==> src/rtl/fpu_io_pkg.sv <==
// Shared types and constants for the fpu_io byte-serial front end.
// Optional build macro FPU_IO_STATUS_EN adds a trailing flags byte to every result frame.
package fpu_io_pkg;

    typedef enum logic [2:0] {
        StIdle,
        StRxA,
        StRxB,
        StIssue,
        StWait,
        StTx
    } state_e;

    localparam logic [1:0] OP_ADD = 2'd0;
    localparam logic [1:0] OP_SUB = 2'd1;
    localparam logic [1:0] OP_MUL = 2'd2;
    localparam logic [1:0] OP_DIV = 2'd3;

    localparam int unsigned OPERAND_BYTES = 4;
    localparam int unsigned RESULT_BYTES  = 4;

    // Exception flags {NV, DZ, OF, UF, NX} packed into the low bits of the status byte.
    function automatic logic [7:0] status_byte(input logic [4:0] flags);
        return {3'b000, flags};
    endfunction

endpackage

==> src/rtl/fpu_io_if.sv <==
// Host byte channels plus the FPU core issue/completion bus of the fpu_io front end.
// The slave modport is the sequencer side; master is the host/core side.
interface fpu_io_if;

    logic [7:0]  in_data;
    logic        in_valid;
    logic        in_ready;
    logic [7:0]  out_data;
    logic        out_valid;
    logic        out_ready;
    logic [1:0]  fpu_op;
    logic [31:0] fpu_a;
    logic [31:0] fpu_b;
    logic        fpu_start;
    logic        fpu_done;
    logic [31:0] fpu_result;
    logic [4:0]  fpu_flags;

    modport master (
        output in_data, in_valid, out_ready, fpu_done, fpu_result, fpu_flags,
        input  in_ready, out_data, out_valid, fpu_op, fpu_a, fpu_b, fpu_start
    );

    modport slave (
        input  in_data, in_valid, out_ready, fpu_done, fpu_result, fpu_flags,
        output in_ready, out_data, out_valid, fpu_op, fpu_a, fpu_b, fpu_start
    );

endinterface

==> src/rtl/fpu_io_serializer.sv <==
// Result holding register that presents one byte at a time, most significant byte first.
// With FPU_IO_STATUS_EN the loaded word is one byte wider (flags appended by the top).
module fpu_io_serializer
    import fpu_io_pkg::*;
#(
    parameter int unsigned NumBytes = RESULT_BYTES,
    parameter int unsigned IdxW     = 2
) (
    input  logic                  clk,
    input  logic                  rst,
    input  logic                  load,
    input  logic [8*NumBytes-1:0] word,
    input  logic [IdxW-1:0]       idx,
    output logic [7:0]            data,
    output logic                  last
);

    logic [8*NumBytes-1:0] word_q;

    always_ff @(posedge clk or posedge rst) begin
        if (rst) begin
            word_q <= '0;
        end else if (load) begin
            word_q <= word;
        end
    end

    // Index 0 selects the most significant byte.
    always_comb begin
        data = 8'h00;
        for (int unsigned i = 0; i < NumBytes; i++) begin
            if (idx == IdxW'(i)) begin
                data = word_q[8*(NumBytes-1-i) +: 8];
            end
        end
    end

    assign last = (idx == IdxW'(NumBytes - 1));

endmodule

==> src/rtl/fpu_io_sequencer.sv <==
// Byte-serial front end: collects opcode + two operands, issues one FPU op, streams result back.
// Define FPU_IO_STATUS_EN to append a {3'b000, flags} byte after the 32-bit result.
module fpu_io_sequencer #(
    parameter int unsigned RESULT_BYTES = fpu_io_pkg::RESULT_BYTES
) (
    input logic     clk,
    input logic     rst,
    input logic     ena,
    fpu_io_if.slave bus
);

    import fpu_io_pkg::*;

`ifdef FPU_IO_STATUS_EN
    localparam int unsigned OutBytes = RESULT_BYTES + 1;
    localparam int unsigned IdxW     = 3;
`else
    localparam int unsigned OutBytes = RESULT_BYTES;
    localparam int unsigned IdxW     = 2;
`endif

    localparam logic [IdxW-1:0] OperandLast = IdxW'(OPERAND_BYTES - 1);

    state_e                state_q;
    logic [IdxW-1:0]       byte_idx_q;
    logic [1:0]            op_q;
    logic [31:0]           a_q;
    logic [31:0]           b_q;
    logic                  start_q;
    logic                  in_ready_q;
    logic                  out_valid_q;

    logic                  in_fire;
    logic                  out_fire;
    logic                  load;
    logic                  last;
    logic [8*OutBytes-1:0] load_word;

    assign in_fire  = ena & bus.in_valid & in_ready_q;
    assign out_fire = ena & out_valid_q & bus.out_ready;
    // Completion outside StWait (stray or from an aborted frame) is dropped here.
    assign load     = ena & bus.fpu_done & (state_q == StWait);

`ifdef FPU_IO_STATUS_EN
    assign load_word = {bus.fpu_result, status_byte(bus.fpu_flags)};
`else
    logic unused_flags;
    assign unused_flags = ^bus.fpu_flags;
    assign load_word    = bus.fpu_result;
`endif

    always_ff @(posedge clk or posedge rst) begin
        if (rst) begin
            state_q     <= StIdle;
            byte_idx_q  <= '0;
            op_q        <= OP_ADD;
            a_q         <= '0;
            b_q         <= '0;
            start_q     <= 1'b0;
            in_ready_q  <= 1'b1;
            out_valid_q <= 1'b0;
        end else if (ena) begin
            unique case (state_q)
                StIdle: begin
                    if (in_fire) begin
                        op_q       <= bus.in_data[1:0];
                        byte_idx_q <= '0;
                        state_q    <= StRxA;
                    end
                end
                StRxA: begin
                    if (in_fire) begin
                        a_q <= {a_q[23:0], bus.in_data};
                        if (byte_idx_q == OperandLast) begin
                            byte_idx_q <= '0;
                            state_q    <= StRxB;
                        end else begin
                            byte_idx_q <= byte_idx_q + 1'b1;
                        end
                    end
                end
                StRxB: begin
                    if (in_fire) begin
                        b_q <= {b_q[23:0], bus.in_data};
                        if (byte_idx_q == OperandLast) begin
                            byte_idx_q <= '0;
                            start_q    <= 1'b1;
                            in_ready_q <= 1'b0;
                            state_q    <= StIssue;
                        end else begin
                            byte_idx_q <= byte_idx_q + 1'b1;
                        end
                    end
                end
                StIssue: begin
                    start_q    <= 1'b0;
                    byte_idx_q <= '0;
                    state_q    <= StWait;
                end
                StWait: begin
                    if (load) begin
                        byte_idx_q  <= '0;
                        out_valid_q <= 1'b1;
                        state_q     <= StTx;
                    end
                end
                StTx: begin
                    if (out_fire) begin
                        if (last) begin
                            byte_idx_q  <= '0;
                            out_valid_q <= 1'b0;
                            in_ready_q  <= 1'b1;
                            state_q     <= StIdle;
                        end else begin
                            byte_idx_q <= byte_idx_q + 1'b1;
                        end
                    end
                end
                default: begin
                    state_q <= StIdle;
                end
            endcase
        end
    end

    fpu_io_serializer #(
        .NumBytes(OutBytes),
        .IdxW    (IdxW)
    ) u_serializer (
        .clk (clk),
        .rst (rst),
        .load(load),
        .word(load_word),
        .idx (byte_idx_q),
        .data(bus.out_data),
        .last(last)
    );

    assign bus.in_ready  = in_ready_q;
    assign bus.out_valid = out_valid_q;
    assign bus.fpu_start = start_q;
    assign bus.fpu_op    = op_q;
    assign bus.fpu_a     = a_q;
    assign bus.fpu_b     = b_q;

    // Start may be held through ena-low cycles but never survives an enabled edge.
    start_single: assert property (@(posedge clk) disable iff (rst)
        (start_q && ena) |=> !start_q);
    out_hold: assert property (@(posedge clk) disable iff (rst)
        (out_valid_q && !(ena && bus.out_ready)) |=> $stable(bus.out_data));
    channel_excl: assert property (@(posedge clk) disable iff (rst)
        !(in_ready_q && out_valid_q));

endmodule

==> src/flat_wrapper.sv <==
// flat-port wrapper written by rule: the top's interface ports become plain ports
module fpu_io_sequencer_flat import fpu_io_pkg::*;
#(
    parameter int unsigned RESULT_BYTES = fpu_io_pkg::RESULT_BYTES
)
  (clk, rst, ena, bus_in_data, bus_in_valid, bus_out_ready, bus_fpu_done, bus_fpu_result, bus_fpu_flags, bus_in_ready, bus_out_data, bus_out_valid, bus_fpu_op, bus_fpu_a, bus_fpu_b, bus_fpu_start);
  fpu_io_if bus_i ();
  input logic clk;
  input logic rst;
  input logic ena;
  input wire logic [$bits(bus_i.in_data)-1:0] bus_in_data;
  input wire logic [$bits(bus_i.in_valid)-1:0] bus_in_valid;
  input wire logic [$bits(bus_i.out_ready)-1:0] bus_out_ready;
  input wire logic [$bits(bus_i.fpu_done)-1:0] bus_fpu_done;
  input wire logic [$bits(bus_i.fpu_result)-1:0] bus_fpu_result;
  input wire logic [$bits(bus_i.fpu_flags)-1:0] bus_fpu_flags;
  output wire logic [$bits(bus_i.in_ready)-1:0] bus_in_ready;
  output wire logic [$bits(bus_i.out_data)-1:0] bus_out_data;
  output wire logic [$bits(bus_i.out_valid)-1:0] bus_out_valid;
  output wire logic [$bits(bus_i.fpu_op)-1:0] bus_fpu_op;
  output wire logic [$bits(bus_i.fpu_a)-1:0] bus_fpu_a;
  output wire logic [$bits(bus_i.fpu_b)-1:0] bus_fpu_b;
  output wire logic [$bits(bus_i.fpu_start)-1:0] bus_fpu_start;
  assign bus_i.in_data = bus_in_data;
  assign bus_i.in_valid = bus_in_valid;
  assign bus_i.out_ready = bus_out_ready;
  assign bus_i.fpu_done = bus_fpu_done;
  assign bus_i.fpu_result = bus_fpu_result;
  assign bus_i.fpu_flags = bus_fpu_flags;
  assign bus_in_ready = bus_i.in_ready;
  assign bus_out_data = bus_i.out_data;
  assign bus_out_valid = bus_i.out_valid;
  assign bus_fpu_op = bus_i.fpu_op;
  assign bus_fpu_a = bus_i.fpu_a;
  assign bus_fpu_b = bus_i.fpu_b;
  assign bus_fpu_start = bus_i.fpu_start;
  fpu_io_sequencer #(.RESULT_BYTES(RESULT_BYTES)) u_core (.clk(clk), .rst(rst), .ena(ena), .bus(bus_i));
endmodule
==> config.mk <==
export PLATFORM = sky130hd
export DESIGN_NAME = fpu_io_sequencer_flat
export DESIGN_NICKNAME = d
export VERILOG_FILES = /design/src/rtl/fpu_io_pkg.sv /design/src/rtl/fpu_io_if.sv /design/src/rtl/fpu_io_serializer.sv /design/src/rtl/fpu_io_sequencer.sv /design/src/flat_wrapper.sv
export SDC_FILE = /design/constraint.sdc
export NUM_CORES = 1
export LEC_CHECK = 0
export CORE_AREA = 2 2 102 104
export CTS_CLUSTER_SIZE = 14
export DETAILED_ROUTE_END_ITERATION = 8
export DIE_AREA = 0 0 104 106
export GPL_ROUTABILITY_DRIVEN = 1
export PLACE_DENSITY = 0.75
export SLEW_MARGIN = 20
export SYNTH_ARGS = -nofsm -noshare
export SYNTH_HDL_FRONTEND = slang
export SYNTH_SLANG_ARGS = --single-unit
==> constraint.sdc <==
create_clock -name clk -period 5.5 [get_ports clk]
set_input_delay 0.825 -clock clk [delete_from_list [all_inputs] [get_ports clk]]
set_output_delay 0.825 -clock clk [all_outputs]
set_load 0.005 [all_outputs]
Yosys cells after proc, flatten, opt, wreduce, memory -nomap -nowiden --
Cells that the tools add are included.
Storage, ports and cells: register bits 106
Cells by class: add/sub/neg operators 1, eq/ne operators 17, multiplexer cells 29, bitwise operators 6, reduce and logical (&&, ||, !) cells 15
Operator list (number):
- 8-bit 2-to-1 mux | 4
- 3-bit 2-to-1 mux | 8
- 2-bit by 1-bit != test with 1-bit output, second input constant | 9
- 3-bit one-hot mux with 6 select lines | 1
- 6-bit AND reduction | 2
- 2-bit 2-to-1 mux | 5
- 2-bit one-hot mux with 5 select lines | 1
- 3-bit AND reduction | 3
- 9-bit AND reduction | 1
- 1-bit 2-to-1 mux | 7
- 1-bit bitwise AND | 6
- 3-bit by 2-bit == test with 1-bit output, second input constant | 2
- 3-bit == test, second input constant | 2
- 1-bit one-hot mux with 2 select lines | 3
- 2-bit nonzero test | 3
- 5-bit AND reduction | 1
- 5-bit nonzero test | 1
- 2-bit == test, second input constant | 2
- 4-bit AND reduction | 1
- 3-bit by 1-bit == test with 1-bit output, second input constant | 1
- 3-bit zero test | 1
- 2-bit by 1-bit adder with 2-bit output, second input constant | 1
- 2-bit by 1-bit == test with 1-bit output, second input constant | 1
- 2-bit zero test | 1
- 2-bit OR reduction | 1

Depth between registers and ports, before layout --
Gate-level depths: netlist of the first run.
depth after elaboration 5, gate-level depth with buffers 7, gate-level depth less buffers 6

Modules after synthesis --
From an unflattened synthesis of the first run, not the netlist that was laid out.
Unflattened totals: cells, all modules 351, area total of the unflattened synthesis 4491.8 µm²
Modules (own cells, without submodules):
- fpu_io_sequencer | times used 1, cells each 271, area each 3069.2 µm², seq. area each 1853.0 µm²
- fpu_io_serializer | times used 1, cells each 80, area each 1422.6 µm², seq. area each 800.8 µm²

Worst setup path before layout of the first run --
No wires, ideal clock.
path kind flip-flop to output port, from register u_core.byte_idx_q[1], to output port bus_out_data[0], arrival time 1.435 ns, slack 3.240 ns, cell stages (with the launch flop) 8, path buffers 2, path through dfrtp_1 -> inv_1 -> ha_1 -> clkbuf_1 -> nor2b_1 -> clkbuf_1 -> a221oi_1 -> o31ai_1
On the way: word-level cells in the longest chain between the ends 5
RTL lines:
- start: declaration | line fpu_io_sequencer.sv:25 | logic [IdxW-1:0] byte_idx_q;
- start signal: assignment | line fpu_io_sequencer.sv:78 | byte_idx_q <= byte_idx_q + 1'b1;
- start signal: assignment | line fpu_io_sequencer.sv:91 | byte_idx_q <= byte_idx_q + 1'b1;
- start signal: assignment | line fpu_io_sequencer.sv:115 | byte_idx_q <= byte_idx_q + 1'b1;
- 2-bit zero test | line fpu_io_serializer.sv:32 | if (idx == IdxW'(i)) begin
- 8-bit 2-to-1 mux (3 in series) | line fpu_io_serializer.sv:32
- 8-bit 2-to-1 mux * | line fpu_io_serializer.sv:32
- end: declaration | line flat_wrapper.sv:18 | output wire logic [$bits(bus_i.out_data)-1:0] bus_out_data;
Every way passes the cells marked *; elsewhere a longest branch is shown, timed or not.

Final worst setup path of the first run --
Ends and elaborated chain as after synthesis.

==> results of run 1 <==
-- kinds of logic after synthesis --
| kind of cell | count (synthesis) |
|---|---|
| mux | 101 |
| flops | 106 |
| simple gates | 42 |
| buf+inv | 25 |
| fa+ha+maj | 4 |
| compound gates | 35 |
-- metrics by stage --
step,instance area [um^2],cells,power [mW],setup slack [ps]
after global placement,5780,555,0.847,2410
after global routing,5980,571,1.36,1790
after floorplan,4490,313,0.808,1890
after detailed placement,5780,555,0.847,2370
final,5980,571,1.29,1980
after CTS,5980,571,1.32,1960
-- state kept, by name, indices dropped and copies added (netlist names), 2 cells and up --
signal                      count
u_core.u_serializer.word_q     32
u_core.state_q                  3
u_core.byte_idx_q               2
u_core.bus.fpu_a               32
u_core.bus.fpu_b               32
u_core.bus.fpu_op               2
-- worst max path at each step --
stage / endpoint
floorplan: u_core.bus.fpu_a[0]$_DFFE_PP0P_
global placement: bus_out_data[7]
detailed placement: bus_out_data[7]
CTS: bus_out_data[7]
global route: bus_out_data[0]
finish: bus_out_data[0]
-- area by class of cell --
| class | count | area share [%] |
|---|---|---|
| flip-flops and latches | 106 | 44.4 |
| multi-input cells | 182 | 28.2 |
| repair buffers | 126 | 20.9 |
| well taps | 136 | 2.85 |
| clock buffers | 11 | 2.53 |
| clock inverters | 5 | 0.753 |
| inverters | 5 | 0.356 |
-- placed cells by master (no fill, tap or decap), types with 2 or more instances in the layout --
cell type | netlist | routed
inv_1 | 5 | 4
mux2i_1 | 3 | 3
nand2_1 | 17 | 17
nor2b_1 | 9 | 9
ha_1 | 4 | 4
clkbuf_8 | 0 | 11
mux2_1 | 4 | 4
nor3b_1 | 2 | 2
nor2_1 | 3 | 3
clkdlybuf4s50_1 | 0 | 122
nand4_1 | 2 | 2
a21oi_1 | 5 | 5
mux2_2 | 93 | 93
nand3b_1 | 2 | 2
dfrtp_1 | 105 | 105
o21ai_0 | 7 | 7
buf_4 | 2 | 4
clkinv_4 | 0 | 2
a221oi_1 | 7 | 7
o31ai_1 | 7 | 7
-- synth_stat cells, types with 4 or more instances --
master    number
inv_1          5
buf_2          6
mux2_2        93
nand2_1       17
a221oi_1       7
ha_1           4
buf_6          6
dfrtp_1      105
a21oi_1        5
mux2_1         4
o31ai_1        7
nor2b_1        9
o21ai_0        7
clkbuf_1       6
-- routing by layer --
metal,track usage (%),vias up,share of wire (%)
met2,28.2,102,48
met3,7.79,4,8.9
met1,22.3,1465,43
met5,0,-,0
li1,-,1354,-
met4,3.47,0,0.49
-- power groups by stage --
stage | Combinational, mW | Sequential (mW) | Clock, mW
final | 0.0518 | 0.779 | 0.464
after detailed placement | 0.0529 | 0.794 | 0
after global routing | 0.0574 | 0.779 | 0.524
after CTS | 0.0532 | 0.779 | 0.487
after floorplan | 0.0136 | 0.794 | 0
after global placement | 0.0530 | 0.794 | 0
==> flow_summary.toml, run 1 <==
[status]
status = "finished clean"

[worst_setup_path]
reg2reg_depth = 4
path_cells = "inv_1, ha_1, nor2b_1, a221oi_1, o31ai_1, clkdlybuf4s50_1"
worstPathRequired_ps = 4680
cp-start-kind = "flip-flop"
critPathSlowestCell = "clkdlybuf4s50_1"
crit_family = "buffers and inverters"
crit_start = "u_core.byte_idx_q[1]$_DFFE_PP0P_"
r2r_slack_ps = 3430
critPathMaxStageDelay_ps = 560
r2r-start = "u_core.state_q[0]$_DFFE_PP0P_"
end_kind = "primary output"
crit_cells = 6
path_max_fanout = 10
critPathArrivalTime_ps = 2690
critPathBufInv = 2
r2r_end = "u_core.bus.fpu_a[31]$_DFFE_PP0P_"
crit_type = "reg -> out"

[route]
num_vias = 2925
drt-pass1-iter-count = 4
wire_per_inst_um = 16.4
drt-total-wl_um = 9390
drt_iter0_markers = 94
drc = 0
viasPerCell = 5.12
final_antenna_net_count = 0

[final_layout]
n_fill_cell = 840
ff_latch_area_um2 = 2650
multiInputGateArea_um2 = 1690
antenna_cells = 0
fin_util_pct = 59.8
drive_gt1_share_pct = 27.4
nets = 485
area_delta_synth_final_pct = 33.1

[yosys]
synth_area_leaders = "dfrtp_1 58%, mux2_2 23%, buf_6 1.5%, nand2_1 1.4%, a221oi_1 1.4%"
synth_xor_area_share_pct = 0
yosys.area_share.simple_pct = 5.54
synth_seq_cells = 106
synth_area_leader_cell = "dfrtp_1"
synth_top_family_by_area = "multiplexers"
syn_area_per_cell_um2 = 14.4
netlist_area_um2 = 4490
syn_nets = 368
synth_edf_count = 0
synthAdderAreaFrac_pct = 1.11
synth_top_area_share_pct = 58.5
seq_area_frac_synth_pct = 59.1
synth_warnings = 0
syn_inst = 313
synthFlopType = "dfrtp_1"
synthArstFlopShare_pct = 100
synth_cell_types = 38
synth_compound_area_share_pct = 5.54
muxShareOfSynthArea_pct = 25.3

[placed_design]
hpwl_um = 6520
place.gp.congestion = 0.780
portBuffers = 122

[timing]
max_clock_freq_ghz = 0.284
tightestPinTransition_ps = 883
max-slew-margin-rel_pct = 41.1
final_max_slew_viol_count = 0
period_minus_slack_ps = 3520
rsz0062_at_grt = "no"
period_share_pct = 63.9
setup_violations = 0
tns_ps = 0
skew_ps = 10.4
finalHoldViolCount = 0
hold-worst-slack_ps = 511

[global_route]
groute.usage.overall_pct = 17.6
antenna_found_initial = 0
grt_pass1_wl_um = 15500
grt_max_degree = 68
grt-ovfl-total = 0
grt_pass1_vias = 3095

[floorplanning]
core_um2 = 10000
num_rows = 37
die-area_um2 = 11000
pin_count = 128
start_util_pct = 44.9
die_y_um = 106
die_w_um = 104

[clock_tree]
cts_resized = 0
clkTransAtPathRegs_ps = 100
clock_tree.root_cell = "clkbuf_8"
cts_setup_buffers = 0
cts_buffers = 9
clock_sinks = 106
clk_latency_ps = 350
cts_buffer_depth = 2
htree_levels = 3
cts_tree = "done"
holdBufCountCts = 0

[power_and_ir_drop]
peakVddDrop_uv = 144
seqPwrFrac_pct = 60.1
p_switching_mw = 0.291
clockPowerShare_pct = 35.9
pwr-share-comb_pct = 4.0
power_density_nw_per_um2 = 217
leakagePower_nw = 2.82
p_int_mw = 1.00
switching_share_pct = 22.5

[worst_hold_path]
min_to = "u_core.bus.fpu_start$_DFFE_PP0P_"
hold_depth = 1
holdCritStartpoint = "u_core.bus.fpu_start$_DFFE_PP0P_"
hold_path.class = "reg -> reg"

[job]
max_cap_violations = 0
(Power assumes the default switching activity.)
==> run 2, diff against run 1 <==
--- a/config.mk
+++ b/config.mk
@@ -5,12 +5,12 @@
 export SDC_FILE = /design/constraint.sdc
 export NUM_CORES = 1
 export LEC_CHECK = 0
-export CORE_AREA = 2 2 102 104
+export CORE_AREA = 2 2 106 108
 export CTS_CLUSTER_SIZE = 14
 export DETAILED_ROUTE_END_ITERATION = 8
-export DIE_AREA = 0 0 104 106
+export DIE_AREA = 0 0 108 110
 export GPL_ROUTABILITY_DRIVEN = 1
-export PLACE_DENSITY = 0.75
+export PLACE_DENSITY = 0.73
 export SLEW_MARGIN = 20
 export SYNTH_ARGS = -nofsm -noshare
 export SYNTH_HDL_FRONTEND = slang
==> constraint.sdc (replaced) <==
create_clock -name clk -period 3 [get_ports clk]
set_input_delay 0.45 -clock clk [delete_from_list [all_inputs] [get_ports clk]]
set_output_delay 0.45 -clock clk [all_outputs]
set_load 0.005 [all_outputs]
==> run 2 against run 1 <==
Effect of this change: die area increased by 7.8%; hold slack got worse by 13 ps; wire length grew 5.1%; clock skew about the same; via count up 0.82%; power is 85% higher; global-route usage down 0.73 points; largest power group unchanged; register-to-register slack got worse by 2300 ps; clock power is 88% higher; sequential share of layout area shrank 0.45 points; count of clock-buffer cells in the layout is 1 lower.
==> flow_summary.toml, run 2 (same netlist as run 1, synthesis figures left out) <==
[final_layout]
antenna_cells = 0
nets = 487
layout_common_cells = "122 x clkdlybuf4s50_1, 105 x dfrtp_1, 93 x mux2_2, 17 x nand2_1"
drive_gt1_share_pct = 28.0
mostFrequentLayoutCell = "clkdlybuf4s50_1"
area_delta_synth_final_pct = 34.4
finalInstanceArea_um2 = 6040

[route]
drt-total-wl_um = 9870
drt-pass1-iter-count = 5
viasPerCell = 5.12
final_antenna_net_count = 0
wire_per_inst_um = 17.1
num_vias = 2949
drt_iter0_markers = 100
drc = 0

[clock_tree]
cts_tree = "done"
htree_levels = 3
clock_tree.root_cell = "clkbuf_8"
clk_latency_ps = 370
clkTransAtPathRegs_ps = 100
holdBufCountCts = 0
clock_sinks = 106
cts_buffer_depth = 2
cts_buffers = 9

[timing]
period_minus_slack_ps = 2790
max-slew-margin-rel_pct = 57.8
setup_violations = 0
tns_ps = 0
period_share_pct = 93.1
tightestPinTransition_ps = 631
max_clock_freq_ghz = 0.358
finalHoldViolCount = 0
rsz0062_at_grt = "no"
skew_ps = 10.5
final_max_slew_viol_count = 0

[global_route]
antenna_found_initial = 0
grt_pass1_vias = 3102
grt-ovfl-total = 0
grt_pass1_wl_um = 15300
grt_max_degree = 45
groute.usage.overall_pct = 16.8

[floorplanning]
die_y_um = 110
pin_count = 128
core_um2 = 10700
die-area_um2 = 11900
die_w_um = 108
start_util_pct = 42.0
num_rows = 38

[placed_design]
place.gp.congestion = 0.753
portBuffers = 122
hpwl_um = 6910
dpl-instance-area_um2 = 5840

[worst_setup_path]
cp-start-kind = "flip-flop"
critPathArrivalTime_ps = 2340
path_max_fanout = 10
crit_type = "reg -> out"
end_kind = "primary output"
worstPathRequired_ps = 2550

[job]
max_cap_violations = 0

[power_and_ir_drop]
peakVddDrop_uv = 217
power_density_nw_per_um2 = 397
leakagePower_nw = 2.83

[worst_hold_path]
hold_path.class = "in -> async"

[status]
status = "finished clean"
run 2: cell types whose count changed in the layout (fill, tap and decap cells not counted), moves of 2 or more:
cell	previous run	this run
ha_1	4	1
ha_2	0	3
buf_12	0	3
clkbuf_8	11	9
run 2: per-stage QoR:
stage               hold WS, ps  power, mW  util, %  std cells  worst slack (ps)
floorplan                   479       1.48        -        313              1120
global placement            478       1.56     54.6        561               543
detailed placement          483       1.56     54.6        561               470
CTS                         505       2.44     56.4        576              56.1
global route                522       2.50     56.5        576              20.7
finish                      498       2.40     56.5        576               207
run 2: layout make-up:
cell class,count,area (um^2)
tap,140,175
multi-input combinational,182,1690
timing repair buffer,128,1300
inverter,5,22.5
sequential,106,2650
clock buffer,10,128
fill,892,4660
clock inverter,5,63.8
run 2: worst paths after layout:
| path | start | endpoint | slack (ps) | cells after the start |
|---|---|---|---|---|
| setup / recovery | u_core.byte_idx_q[1]$_DFFE_PP0P_ | bus_out_data[0] | 210 | 7 |
| hold / removal | rst | u_core.u_serializer.word_q[15]$_DFFE_PP0P_ | 500 | 2 |
| setup reg to reg | u_core.state_q[0]$_DFFE_PP0P_ | u_core.bus.fpu_a[10]$_DFFE_PP0P_ | 1100 | 4 |
| hold reg to reg | u_core.bus.fpu_start$_DFFE_PP0P_ | u_core.bus.fpu_start$_DFFE_PP0P_ | 500 | 1 |
| max in group asynchronous | rst | u_core.bus.in_ready$_DFFE_PP1P_ | 1840 | 3 |
| min in group clk | u_core.bus.fpu_start$_DFFE_PP0P_ | u_core.bus.fpu_start$_DFFE_PP0P_ | 500 | 1 |
run 2: what timing repair did:
item,CTS,global route
setup buffers,0,0
setup endpoints to repair,0,7
endpoints found under the hold margin,0,0
gates resized for setup,0,3
run 2: power by group:
group | total (mW) | leakage, nW | switching, mW | internal [mW]
logic | 0.102 | 1.27 | 0.0443 | 0.0576
registers | 1.43 | 1.47 | 0 | 1.43
clock network | 0.870 | 0.0934 | 0.481 | 0.390
total | 2.40 | 2.83 | 0.525 | 1.87
run 2: critical path: stages, from the launching register on:
cell and delay (ps):
dfrtp_1 410, inv_1 110, ha_2 310, nor2b_1 70
buf_4 170, a221oi_1 300, o31ai_1 130, clkdlybuf4s50_1 470
run 2: layer usage:
layer / track usage (%) / vias to the layer above / share of wire, %
met1: 19.9 / 1478 / 42
met3: 8.00 / 10 / 11
li1: - / 1356 / -
met4: 5.49 / 0 / 1.2
met2: 27.3 / 105 / 46
met5: 0 / - / 0
